===== src/rtl/dbg_mem_bridge_pkg.sv =====
// Shared types and constants for the debug-monitor memory bridge.
// Covers the FSM state encoding, the IMEM/DMEM select values and the read-tag record.
package dbg_mem_bridge_pkg;

  typedef enum logic [1:0] {
    ST_IDLE    = 2'd0,
    ST_RD_REQ  = 2'd1,
    ST_WR_REQ  = 2'd2,
    ST_WR_DONE = 2'd3
  } bridge_state_e;

  localparam logic [31:0] TIMEOUT_DATA_DEFAULT = 32'hDEAD_BEEF;
  localparam logic        SEL_IMEM             = 1'b1;
  localparam logic        SEL_DMEM             = 1'b0;

  typedef struct packed {
    logic        imem;
    logic [31:0] addr;
  } mem_tag_t;

  // True when a valid tag names the same word in the same space.
  function automatic logic tag_hit(input logic valid, input mem_tag_t tag, input mem_tag_t probe);
    return valid && (tag == probe);
  endfunction

endpackage


===== src/rtl/dbg_req_timer.sv =====
// Loadable down-counter with an expire flag, used to bound how long a
// debug-port request may wait for its acknowledge.
module dbg_req_timer #(
  parameter int unsigned WIDTH = 8
) (
  input  logic             clk,
  input  logic             rst_p,
  input  logic             load,
  input  logic [WIDTH-1:0] load_value,
  input  logic             enable,
  output logic             expired
);

  logic [WIDTH-1:0] count_r;

  // Load wins; otherwise count down while enabled and saturate at zero.
  always_ff @(posedge clk) begin
    if (rst_p) begin
      count_r <= {WIDTH{1'b0}};
    end else if (load) begin
      count_r <= load_value;
    end else if (enable && (count_r != {WIDTH{1'b0}})) begin
      count_r <= count_r - WIDTH'(1);
    end else begin
      count_r <= count_r;
    end
  end

  assign expired = enable && (count_r == {WIDTH{1'b0}});

endmodule


===== src/rtl/dbg_mem_bridge.sv =====
// Responder for the debug monitor's memory interface: turns address changes and
// write strobes into req/ack transactions on the IMEM/DMEM debug port.
module dbg_mem_bridge
  import dbg_mem_bridge_pkg::*;
#(
  parameter int unsigned TIMEOUT_CYCLES = 255,
  parameter logic [31:0] TIMEOUT_DATA   = TIMEOUT_DATA_DEFAULT
) (
  input  logic        clk,
  input  logic        rst_p,
  input  logic [31:0] addr,
  input  logic [31:0] data_out,
  input  logic        data_out_ready,
  input  logic        data_imem_p_dmem_n,
  output logic [31:0] data_in,
  output logic        data_in_valid,
  output logic        data_write_complete,
  input  logic        cpu_halted,
  output logic        mem_req,
  output logic        mem_we,
  output logic        mem_imem_sel,
  output logic [31:0] mem_addr,
  output logic [31:0] mem_wdata,
  input  logic [31:0] mem_rdata,
  input  logic        mem_ack,
  output logic        timeout_err
);

  localparam int unsigned      CNT_W      = (TIMEOUT_CYCLES > 1) ? $clog2(TIMEOUT_CYCLES) : 1;
  localparam logic [CNT_W-1:0] TIMER_LOAD = CNT_W'(TIMEOUT_CYCLES - 1);

  bridge_state_e state_r, state_s;
  mem_tag_t      tag_r, tag_s, cur_tag_s, req_tag_s;
  logic          tag_valid_r, tag_valid_s;
  logic          dor_prev_r;
  logic          wr_pending_r, wr_pending_s;
  logic          low_seen_r, low_seen_s;
  logic          mem_req_r, mem_req_s;
  logic          mem_we_r, mem_we_s;
  logic          mem_imem_sel_r, mem_imem_sel_s;
  logic [31:0]   mem_addr_r, mem_addr_s;
  logic [31:0]   mem_wdata_r, mem_wdata_s;
  logic [31:0]   data_in_r, data_in_s;
  logic          data_in_valid_r, data_in_valid_s;
  logic          wr_complete_r, wr_complete_s;
  logic          timeout_err_r, timeout_err_s;
  logic          rise_s, hit_s, done_s, req_active_s;
  logic          timer_load_s, timer_expired_s;

  assign cur_tag_s.addr = addr;
  assign cur_tag_s.imem = (data_imem_p_dmem_n == SEL_IMEM);
  assign req_tag_s.addr = mem_addr_r;
  assign req_tag_s.imem = mem_imem_sel_r;

  assign rise_s       = data_out_ready && !dor_prev_r;
  assign hit_s        = tag_hit(tag_valid_r, tag_r, cur_tag_s);
  assign req_active_s = (state_r == ST_RD_REQ) || (state_r == ST_WR_REQ);
  assign done_s       = mem_ack || timer_expired_s;

  dbg_req_timer #(
    .WIDTH (CNT_W)
  ) u_timer (
    .clk        (clk),
    .rst_p      (rst_p),
    .load       (timer_load_s),
    .load_value (TIMER_LOAD),
    .enable     (req_active_s),
    .expired    (timer_expired_s)
  );

  // Next-state and next-output logic for the request FSM.
  always_comb begin
    state_s         = state_r;
    tag_s           = tag_r;
    tag_valid_s     = tag_valid_r;
    wr_pending_s    = wr_pending_r;
    low_seen_s      = low_seen_r;
    mem_req_s       = mem_req_r;
    mem_we_s        = mem_we_r;
    mem_imem_sel_s  = mem_imem_sel_r;
    mem_addr_s      = mem_addr_r;
    mem_wdata_s     = mem_wdata_r;
    data_in_s       = data_in_r;
    wr_complete_s   = wr_complete_r;
    timeout_err_s   = timeout_err_r;
    timer_load_s    = 1'b0;
    data_in_valid_s = hit_s;

    case (state_r)
      ST_IDLE: begin
        if (cpu_halted && (rise_s || wr_pending_r)) begin
          state_s        = ST_WR_REQ;
          mem_req_s      = 1'b1;
          mem_we_s       = 1'b1;
          mem_addr_s     = addr;
          mem_wdata_s    = data_out;
          mem_imem_sel_s = cur_tag_s.imem;
          wr_pending_s   = 1'b0;
          timer_load_s   = 1'b1;
        end else if (cpu_halted && !hit_s) begin
          state_s        = ST_RD_REQ;
          mem_req_s      = 1'b1;
          mem_we_s       = 1'b0;
          mem_addr_s     = addr;
          mem_wdata_s    = data_out;
          mem_imem_sel_s = cur_tag_s.imem;
          timer_load_s   = 1'b1;
        end else if (rise_s) begin
          wr_pending_s = 1'b1;
        end else begin
          state_s = ST_IDLE;
        end
      end

      ST_RD_REQ: begin
        // A write strobe landing during a read is serviced right after it.
        if (rise_s) begin
          wr_pending_s = 1'b1;
        end else begin
          wr_pending_s = wr_pending_r;
        end
        if (done_s) begin
          state_s     = ST_IDLE;
          mem_req_s   = 1'b0;
          data_in_s   = mem_ack ? mem_rdata : TIMEOUT_DATA;
          tag_s       = req_tag_s;
          tag_valid_s = 1'b1;
          if (!mem_ack) begin
            timeout_err_s = 1'b1;
          end else begin
            timeout_err_s = timeout_err_r;
          end
        end else begin
          state_s = ST_RD_REQ;
        end
      end

      ST_WR_REQ: begin
        if (done_s) begin
          state_s       = ST_WR_DONE;
          mem_req_s     = 1'b0;
          mem_we_s      = 1'b0;
          wr_complete_s = 1'b1;
          low_seen_s    = 1'b0;
          if (tag_hit(tag_valid_r, tag_r, req_tag_s)) begin
            tag_valid_s = 1'b0;
          end else begin
            tag_valid_s = tag_valid_r;
          end
          if (!mem_ack) begin
            timeout_err_s = 1'b1;
          end else begin
            timeout_err_s = timeout_err_r;
          end
        end else begin
          state_s = ST_WR_REQ;
        end
      end

      ST_WR_DONE: begin
        // Hold completion until the monitor has released its strobe for two cycles.
        if (!data_out_ready) begin
          if (low_seen_r) begin
            state_s       = ST_IDLE;
            wr_complete_s = 1'b0;
            low_seen_s    = 1'b0;
          end else begin
            low_seen_s = 1'b1;
          end
        end else begin
          low_seen_s = 1'b0;
        end
      end

      default: begin
        state_s       = ST_IDLE;
        mem_req_s     = 1'b0;
        mem_we_s      = 1'b0;
        wr_complete_s = 1'b0;
      end
    endcase
  end

  // State and output registers.
  always_ff @(posedge clk) begin
    if (rst_p) begin
      state_r         <= ST_IDLE;
      tag_r           <= '{imem: SEL_DMEM, addr: 32'h0000_0000};
      tag_valid_r     <= 1'b0;
      dor_prev_r      <= 1'b0;
      wr_pending_r    <= 1'b0;
      low_seen_r      <= 1'b0;
      mem_req_r       <= 1'b0;
      mem_we_r        <= 1'b0;
      mem_imem_sel_r  <= SEL_DMEM;
      mem_addr_r      <= 32'h0000_0000;
      mem_wdata_r     <= 32'h0000_0000;
      data_in_r       <= 32'h0000_0000;
      data_in_valid_r <= 1'b0;
      wr_complete_r   <= 1'b0;
      timeout_err_r   <= 1'b0;
    end else begin
      state_r         <= state_s;
      tag_r           <= tag_s;
      tag_valid_r     <= tag_valid_s;
      dor_prev_r      <= data_out_ready;
      wr_pending_r    <= wr_pending_s;
      low_seen_r      <= low_seen_s;
      mem_req_r       <= mem_req_s;
      mem_we_r        <= mem_we_s;
      mem_imem_sel_r  <= mem_imem_sel_s;
      mem_addr_r      <= mem_addr_s;
      mem_wdata_r     <= mem_wdata_s;
      data_in_r       <= data_in_s;
      data_in_valid_r <= data_in_valid_s;
      wr_complete_r   <= wr_complete_s;
      timeout_err_r   <= timeout_err_s;
    end
  end

  assign data_in             = data_in_r;
  assign data_in_valid       = data_in_valid_r;
  assign data_write_complete = wr_complete_r;
  assign mem_req             = mem_req_r;
  assign mem_we              = mem_we_r;
  assign mem_imem_sel        = mem_imem_sel_r;
  assign mem_addr            = mem_addr_r;
  assign mem_wdata           = mem_wdata_r;
  assign timeout_err         = timeout_err_r;

endmodule


===== config.mk =====
export PLATFORM = sky130hd
export DESIGN_NAME = dbg_mem_bridge
export DESIGN_NICKNAME = d
export VERILOG_FILES = /design/src/rtl/dbg_mem_bridge_pkg.sv /design/src/rtl/dbg_req_timer.sv /design/src/rtl/dbg_mem_bridge.sv
export SDC_FILE = /design/constraint.sdc
export NUM_CORES = 1
export LEC_CHECK = 0
export BUFFER_PORTS_ARGS = -buffer_cell sky130_fd_sc_hd__buf_2
export CORE_ASPECT_RATIO = 1.75
export CORE_MARGIN = 5
export CORE_UTILIZATION = 25
export CTS_BUF_LIST = sky130_fd_sc_hd__clkbuf_8
export CTS_CLUSTER_DIAMETER = 100
export DETAILED_ROUTE_END_ITERATION = 6
export GPL_TIMING_DRIVEN = 0
export PLACE_DENSITY = 0.55
export SLEW_MARGIN = 20
export SYNTH_ARGS = -nofsm -noshare
export SYNTH_HDL_FRONTEND = slang
export SYNTH_HIERARCHICAL = 1
export SYNTH_SLANG_ARGS = --single-unit
export TNS_END_PERCENT = 5

===== constraint.sdc =====
create_clock -name clk -period 4.1 [get_ports clk]
set_clock_uncertainty 0.05 [all_clocks]
set_input_delay 0.205 -clock clk [delete_from_list [all_inputs] [get_ports clk]]
set_output_delay 0.205 -clock clk [all_outputs]
set_load 0.03 [all_outputs]

After elaboration in Yosys (flattened, before gate mapping)
Index checks and enable logic that the tools add are counted.

Bits in registers: 149. Bits of input ports: 102. Output and inout bits: 102. Logic and storage cells: 109.

$add $sub $neg: 1. Equality and inequality tests: 14. Mux-type cells: 41. Bitwise logic cells: 1. Reductions and logical operators: 34.

Operators with widths (count): $mux 32 (5); $eq 33x33->1 (2); $mux 1 (22); $mux 8 (2); $reduce_bool 2->1 (7); $pmux 1 s2 (6); $reduce_and 3->1 (4); $mux 2 (5); $logic_not 8->1 (1); $ne 2x2->1 const B (4); $pmux 2 s4 (1); $reduce_and 2->1 (4); $reduce_and 4->1 (2); $reduce_bool 8->1 (1); $sub 8x1->8 const B (1); $logic_and 1x1->1 (7); $ne 3x3->1 const B (2); $eq 2x2->1 const B (2); $ne 2x1->1 const B (2); $ne 4x4->1 const B (1); $reduce_or 2->1 (2); $logic_or 1x1->1 (3); $eq 2x1->1 const B (1); $logic_not 1->1 (2); other kinds (2) (2).

Logic depth before layout (Yosys ltp)
Gate-level depths: netlist of the first run.

Depth in word-level cells: 8. Gate-level depth with buffers: 10. Gate-level depth less buffers: 9.

Modules after synthesis
The synthesis of the first run kept the hierarchy.

Modules (own cells, without submodules): dbg_mem_bridge (instances 1, cells an instance 682, area each 6068.3 sq um, sequential area each 2822.7 sq um); dbg_req_timer (instances 1, cells an instance 64, area each 524.3 sq um, sequential area each 160.2 sq um).

Least setup slack after synthesis of the first run
Ideal clock, no wire load.

Kind: flip-flop to flip-flop. Start point: register u_timer.count_r[0]. End point: register tag_r[10] (netlist name). Setup time: 71 ps. Arrival time: 2543 ps. Required time: 3979 ps. Slack: 1436 ps. Cell stages (with the launch flop): 11. Buffers on the path: 2. Clock period less this slack: 2664 ps. Cell sequence: dfxtp_1 -> inv_1 -> ha_1 -> or4b_2 -> nor3_1 -> nor2_1 -> nor2b_1 -> clkbuf_1 -> buf_1 -> nand2_1 -> a21oi_1.

Longest elaborated chain between the ends: 4.

Ends and longest elaborated chain: from (decl) (line dbg_req_timer.sv:14) `logic [WIDTH-1:0] count_r;`; from (signal assigned) (line dbg_req_timer.sv:19) `count_r <= {WIDTH{1'b0}};`; from (signal assigned) (line dbg_req_timer.sv:21) `count_r <= load_value;`; from (signal assigned) (line dbg_req_timer.sv:23) `count_r <= count_r - WIDTH'(1);`; $logic_not 8->1 (line dbg_req_timer.sv:29) `assign expired = enable && (count_r == {WIDTH{1'b0}});`; $logic_and 1x1->1 (line dbg_req_timer.sv:29); named net timer_expired_s (line dbg_mem_bridge.sv:48) `logic timer_load_s, timer_expired_s;`; $logic_or 1x1->1 (line dbg_mem_bridge.sv:58) `assign done_s = mem_ack || timer_expired_s;`; $reduce_and 2->1 (no line); to (signal assigned) (line dbg_mem_bridge.sv:188) `tag_r <= '{imem: SEL_DMEM, addr: 32'h0000_0000};`; to (signal assigned) (line dbg_mem_bridge.sv:204) `tag_r <= tag_s;`; to (decl) (line dbg_mem_bridge.sv:33) `mem_tag_t tag_r, tag_s, cur_tag_s, req_tag_s;`.

The timed path passes the listed nets, and every way through them passes these cells. A chain may end at the register's enable or synchronous reset.

Worst setup path after layout of the first run
Start point: register u_timer.count_r[0]. End point: register tag_r[29] (netlist name).

The elaborated chain is that of the path after synthesis.

==> out/results.txt, run 1 <==
area grow syn2layout = 44.5%
top post-synthesis cells by count = nand2_1 (203), dfxtp_1 (149), mux2i_1 (66), xnor2_1 (58), a21oi_1 (44)
Clk Tree Root Cell = clkbuf_8
asr flop ratio synth = 0%
Max-slew headroom = 49.3%
status = finished clean
Setup WS pre-CTS = 454 ps
leak pwr = 4.02 nW
critical path class = reg -> reg
Post-CTS Resized = 0
initial core utilization = 25.4%
delay-heaviest family, CP = simple AND/OR/NAND/NOR gates
vias per inst = 4.58
Worst Setup End Kind = flip-flop
Remaining DRCs = 0
CP required = 4460 ps
Final period util = 89.0%
H-tree levels = 4
Post-DRT Antenna Nets = 0
Cell Pwr Density = 414 mW/mm²
Synth Warn # = 6
Clock Tree Buf Depth = 2
CTS Buf Count = 17
Top FF cell, synth = dfxtp_1
Crit Path Max Fanout = 10
most frequent cell after synthesis = nand2_1
Non-Filler Instances = 1,409
EDFF count, synth = 0
Gate power share = 22.4%
IO Count = 204
FF+latch count, synth = 149
Worst Path Buf+Inv = 3
DIE AREA = 0.0298 mm²
Worst-Margin Slew = 759 ps
clock share of power = 36.1%
Synth area leader = dfxtp_1
initial antenna violation count = 2
startpoint types = flip-flop
Cell variety after synth = 54
slowest stage delay, CP = 640 ps
vias in the first global route = 6,637
die span in x = 133 µm
Worst path slowest cell = or4b_2
routed wire length per instance = 16.8 µm
worst-path cell chain = inv_1 -> ha_1 -> or4b_2 -> nor3_1 -> nor2_1 -> nor2b_1 -> clkbuf_1 -> buf_1 -> nand2_1 -> a21oi_1
clk sinks = 149
Final setup viols = 0
Synth top area share = 45.2%
Final Net Count = 1,181
GRT Util Overall = 15.8%
fin. max-slew vios = 0
DP HPWL = 18,000 µm
Max Cap Viol = 0
vias = 6,455
Post-Syn Area = 0.00659 mm²
Fin. Hold Viols = 0
Switching Fraction = 30.6%
synth top area cells = dfxtp_1 (45%), nand2_1 (12%), mux2i_1 (10%), xnor2_1 (7.7%), o221a_2 (4.1%)
1st-iter DRT viols = 311
Fill cells = 2,688
Total Power = 0.00395 W
CTS tree = built
worst hold margin = 47.4 ps
Setup TNS = 0 ps
# placed instances = 1,276
Flop pwr share = 41.5%
largest net degree at the start of global routing = 17
# rows = 78
layout cells sized above 1 = 25.3%
I/O Buffers = 203
First-pass DRT Iterations = 5
final global-route overflow total = 0
CORE AREA = 0.0260 mm²
wirelength, routed = 23,600 µm
GP Congestion = 0.838
first-pass GRT wire length = 36,500 µm
Fmax achieved = 274 MHz
worst min path class = in -> reg
clock latency on the worst-skew pair = 480 ps
setup ws final = 449 ps
Cells after Synth = 746
P_sw = 0.00121 W
cell internal pwr = 0.00274 W
unrepaired setup endpoints after global routing = false
synthesized area per cell = 8.84 µm²
share of the yosys chip area belonging to registers = 45.2%
Worst EP arrival = 4010 ps
Clk pin slew, worst setup/hold paths = 80 ps
fin crit period = 3650 ps
worst IR drop on VDD = 0.206 mV
Die Y = 225 µm
## placed cells by master (no fill, tap or decap), drive strengths merged, types with 3 or more instances in the layout
cell type / count
a211oi: 3
a21oi: 45
a22oi: 10
a31oi: 3
buf: 215
bufinv: 6
clkbuf: 54
clkinv: 8
conb: 9
dfxtp: 149
dlygate4sd3: 99
ha: 5
inv: 12
mux2i: 66
nand2: 203
nand2b: 4
nand3: 7
nand4: 17
nor2: 23
nor2b: 7
nor3: 7
nor4: 4
o21ai: 12
o221a: 25
or3: 3
xnor2: 58
## logic make-up (layout without fill, tap and decap cells)
| logic type | count (synthesis) | count (layout) | synth area share, % |
|---|---|---|---|
| xor+xnor | 59 | 59 | 7.84 |
| mux | 67 | 67 | 10.2 |
| other cells | 2 | 11 | 0.114 |
| flops | 149 | 149 | 45.2 |
| compound gates | 117 | 117 | 12.9 |
| fa+ha+maj | 5 | 5 | 0.949 |
| buf+inv | 62 | 396 | 4.18 |
| simple gates | 285 | 285 | 18.6 |
## layout make-up
class / instances / area (µm²) / area share (%)
Clock buffer: 20 / 275 / 2.89
Inverter: 16 / 60.1 / 0.630
Tap cell: 320 / 400 / 4.20
Timing Repair Buffer: 302 / 2010 / 21.1
Clock inverter: 12 / 223 / 2.34
Antenna cell: 2 / 5.00 / 0.0525
Buffer: 46 / 215 / 2.26
Multi-Input combinational cell: 542 / 3360 / 35.3
Sequential cell: 149 / 2980 / 31.3
## tightest hold or removal path, delay by kind of cell
kind	cells	cell delay, ps
simple gates	1	70
compound gates	1	60
buf+inv	2	200
## registers in the layout (all words and copies together), names as in the netlist, 2 cells and up
register         flops
state_r              2
data_in             32
mem_addr            32
tag_r               33
u_timer/count_r      8
mem_wdata           32
## worst paths after layout
check	start	to	slack, ps	cells past startpoint
hold reg to reg	mem_wdata[29]	mem_wdata[29]	410	2
setup reg to reg	u_timer/count_r[0]	tag_r[29]	450	10
hold / removal	mem_ack	timeout_err	50	4
setup / recovery	u_timer/count_r[0]	tag_r[29]	450	10
## power groups by stage
stage / registers, W / clock network (W) / logic [W]
global route: 0.00165 / 0.00152 / 0.000951
detailed placement: 0.00167 / 0 / 0.000812
global placement: 0.00167 / 0 / 0.000809
finish: 0.00164 / 0.00143 / 0.000883
CTS: 0.00164 / 0.00147 / 0.000891
floorplan: 0.00182 / 0 / 0.000376
## through the flow
step	utilization (%)	instance area, µm²
after floorplan	-	6620
after global placement	31.0	8040
after detailed placement	31.0	8040
after CTS	36.7	9520
after global routing	36.7	9530
final	36.7	9530
## timing repair
action | CTS | global route
hold buffers | 99 | 0
hold endpoints to repair | 99 | 0
setup buffers | 0 | 0
## routing by layer
metal  GRT usage (%)  vias up  share of wire, %
li1                -     3214                 -
met1            15.5     3007                37
met2            30.6      173                55
met3            3.49       61               3.5
met4            8.12        0               4.1
met5               0        -                 0
No activity file was read; power rests on OpenSTA's default activity.
==> run 2: changes to the inputs <==
- PLACE_DENSITY: 0.55 -> 0.56
- clock period: 4.1 -> 2.93 ns (I/O delays scaled with it)
==> run 2 against run 1 <==
Compared with the run above:
- non-clock buffer count is 4 higher
- design area is 0.68% higher
- routed wire length is 1.0% lower
- largest power group unchanged
- highest routed layer unchanged
==> out/results.txt, run 2 (synthesis results as in run 1) <==
Reg-to-Reg Start = tag_r[9]
Fill cells = 2,681
CP required = 3300 ps
GRT Util Overall = 15.7%
# rows = 78
worst-path cell chain = dlygate4sd3_1 -> buf_2 -> nor2b_1 -> a2111oi_2 -> and4_1 -> and4_2 -> a21oi_2 -> buf_6 -> clkbuf_4 -> or3_1 -> or4_1 -> nand3_1
area grow syn2layout = 45.5%
status = finished clean
Clock Tree Buf Depth = 2
critical path class = in -> reg
clock latency on the worst-skew pair = 470 ps
layout cells sized above 1 = 26.4%
vias = 6,510
Crit Path Max Fanout = 10
area occupied by multi-input gates = 0.00339 mm²
register area = 0.00298 mm²
final core utilization = 37.0%
Worst EP arrival = 3140 ps
CTS Buf Count = 17
wirelength, routed = 23,400 µm
largest net degree at the start of global routing = 17
startpoint types = primary input
vias per inst = 4.61
Clk Tree Root Cell = clkbuf_8
worst hold path cell count = 4
unrepaired setup endpoints after global routing = true
DIE AREA = 0.0298 mm²
commonest non-fill, non-tap cells in the layout = buf_2 (206), nand2_1 (203), dfxtp_1 (148), dlygate4sd3_1 (101), mux2i_1 (66)
routed wire length per instance = 16.6 µm
max reg flops = 33
reg2reg path depth = 10
Final Net Count = 1,185
Final setup viols = 0
GP Congestion = 0.863
H-tree levels = 4
leak pwr = 4.07 nW
initial core utilization = 25.4%
Fmax achieved = 361 MHz
Worst-Margin Slew = 745 ps
HP Start = mem_rdata[20]
vias in the first global route = 6,679
Max-slew headroom = 50.2%
Remaining DRCs = 0
fin. max-slew vios = 0
Total Power = 0.00549 W
Cell Pwr Density = 572 mW/mm²
fin crit period = 2770 ps
Post-DRT Antenna Nets = 0
clk sinks = 149
first-pass GRT wire length = 36,500 µm
Worst Setup End Kind = flip-flop
worst min path class = in -> reg
worst IR drop on VDD = 0.309 mV
Final period util = 94.6%
r2r setup slk = 160 ps
final global-route overflow total = 0
die span in x = 133 µm
CTS tree = built
First-pass DRT Iterations = 5
I/O Buffers = 203
most common cell after layout, fill and taps aside = buf_2
DP HPWL = 17,700 µm
Die Y = 225 µm
Max Cap Viol = 0
hold worst-path end = data_in[20]
Top reg by flops = tag_r
Worst path slowest cell = dlygate4sd3_1
CORE AREA = 0.0260 mm²
RR Endpoint = u_timer/count_r[7]
Clk pin slew, worst setup/hold paths = 80 ps
slowest stage delay, CP = 540 ps
1st-iter DRT viols = 329
initial antenna violation count = 1
Fin. Hold Viols = 0
IO Count = 204
## run 2: worst max path at each step
stage / endpoint / cells past startpoint / from / slack, ps
global placement: tag_r[5] / 10 / u_timer/count_r[0] / -730
finish: u_timer/count_r[7] / 12 / addr[18] / 160
detailed placement: tag_r[8] / 10 / u_timer/count_r[0] / -750
global route: data_in[11] / 8 / u_timer/count_r[0] / -6
CTS: tag_r[8] / 10 / u_timer/count_r[0] / 10
floorplan: tag_r[10] / 10 / u_timer/count_r[0] / 270
## run 2: power breakdown
group,switching [W],leakage (nW),internal [W],total [W]
Clock,0.000825,0.248,0.00112,0.00194
Sequential,0.000123,1.22,0.00217,0.00229
Combinational,0.000744,2.61,0.000508,0.00125
Total,0.00169,4.07,0.00380,0.00549
## run 2: what timing repair did
action	CTS	global route
endpoints found under the setup margin	59	42
hold endpoints to repair	101	0
pin swaps	1	3
gates resized for setup	12	10
hold buffers	101	0
setup buffers	0	2
## run 2: routing by layer
metal,track usage (%),vias up,share of wire (%)
li1,-,3221,-
met1,15.9,3058,37
met2,30.0,183,55
met3,3.58,48,3.8
met4,7.79,0,4.1
met5,0,-,0
## run 2: worst max-delay path: cells and delay by family
family                 cells  cell delay (ps)
buffers and inverters      4             1060
and+or+nand+nor            6             1490
AOI/OAI and AO/OA          2              440
## run 2: cell type report
| class | count | share of cell area [%] |
|---|---|---|
| antenna | 1 | 0.0261 |
| tap | 320 | 4.17 |
| inverter | 16 | 0.626 |
| timing repair buffer | 306 | 21.3 |
| clock buffer | 18 | 2.58 |
| buffer | 46 | 2.49 |
| clock inverter | 14 | 2.40 |
| sequential | 149 | 31.1 |
| multi-input combinational | 542 | 35.3 |
## run 2: through the flow
stage               hold slack (ps)  TNS (ps)  std cells  setup WS, ps  cell area, µm²
finish                          410         0       1412           157            9590
detailed placement              340    -25660       1276          -746            8040
CTS                             356         0       1409          13.7            9560
global placement                333    -25610       1276          -733            8040
floorplan                       169         0        753           266            6620
global route                    388     -5.72       1412         -5.57            9590
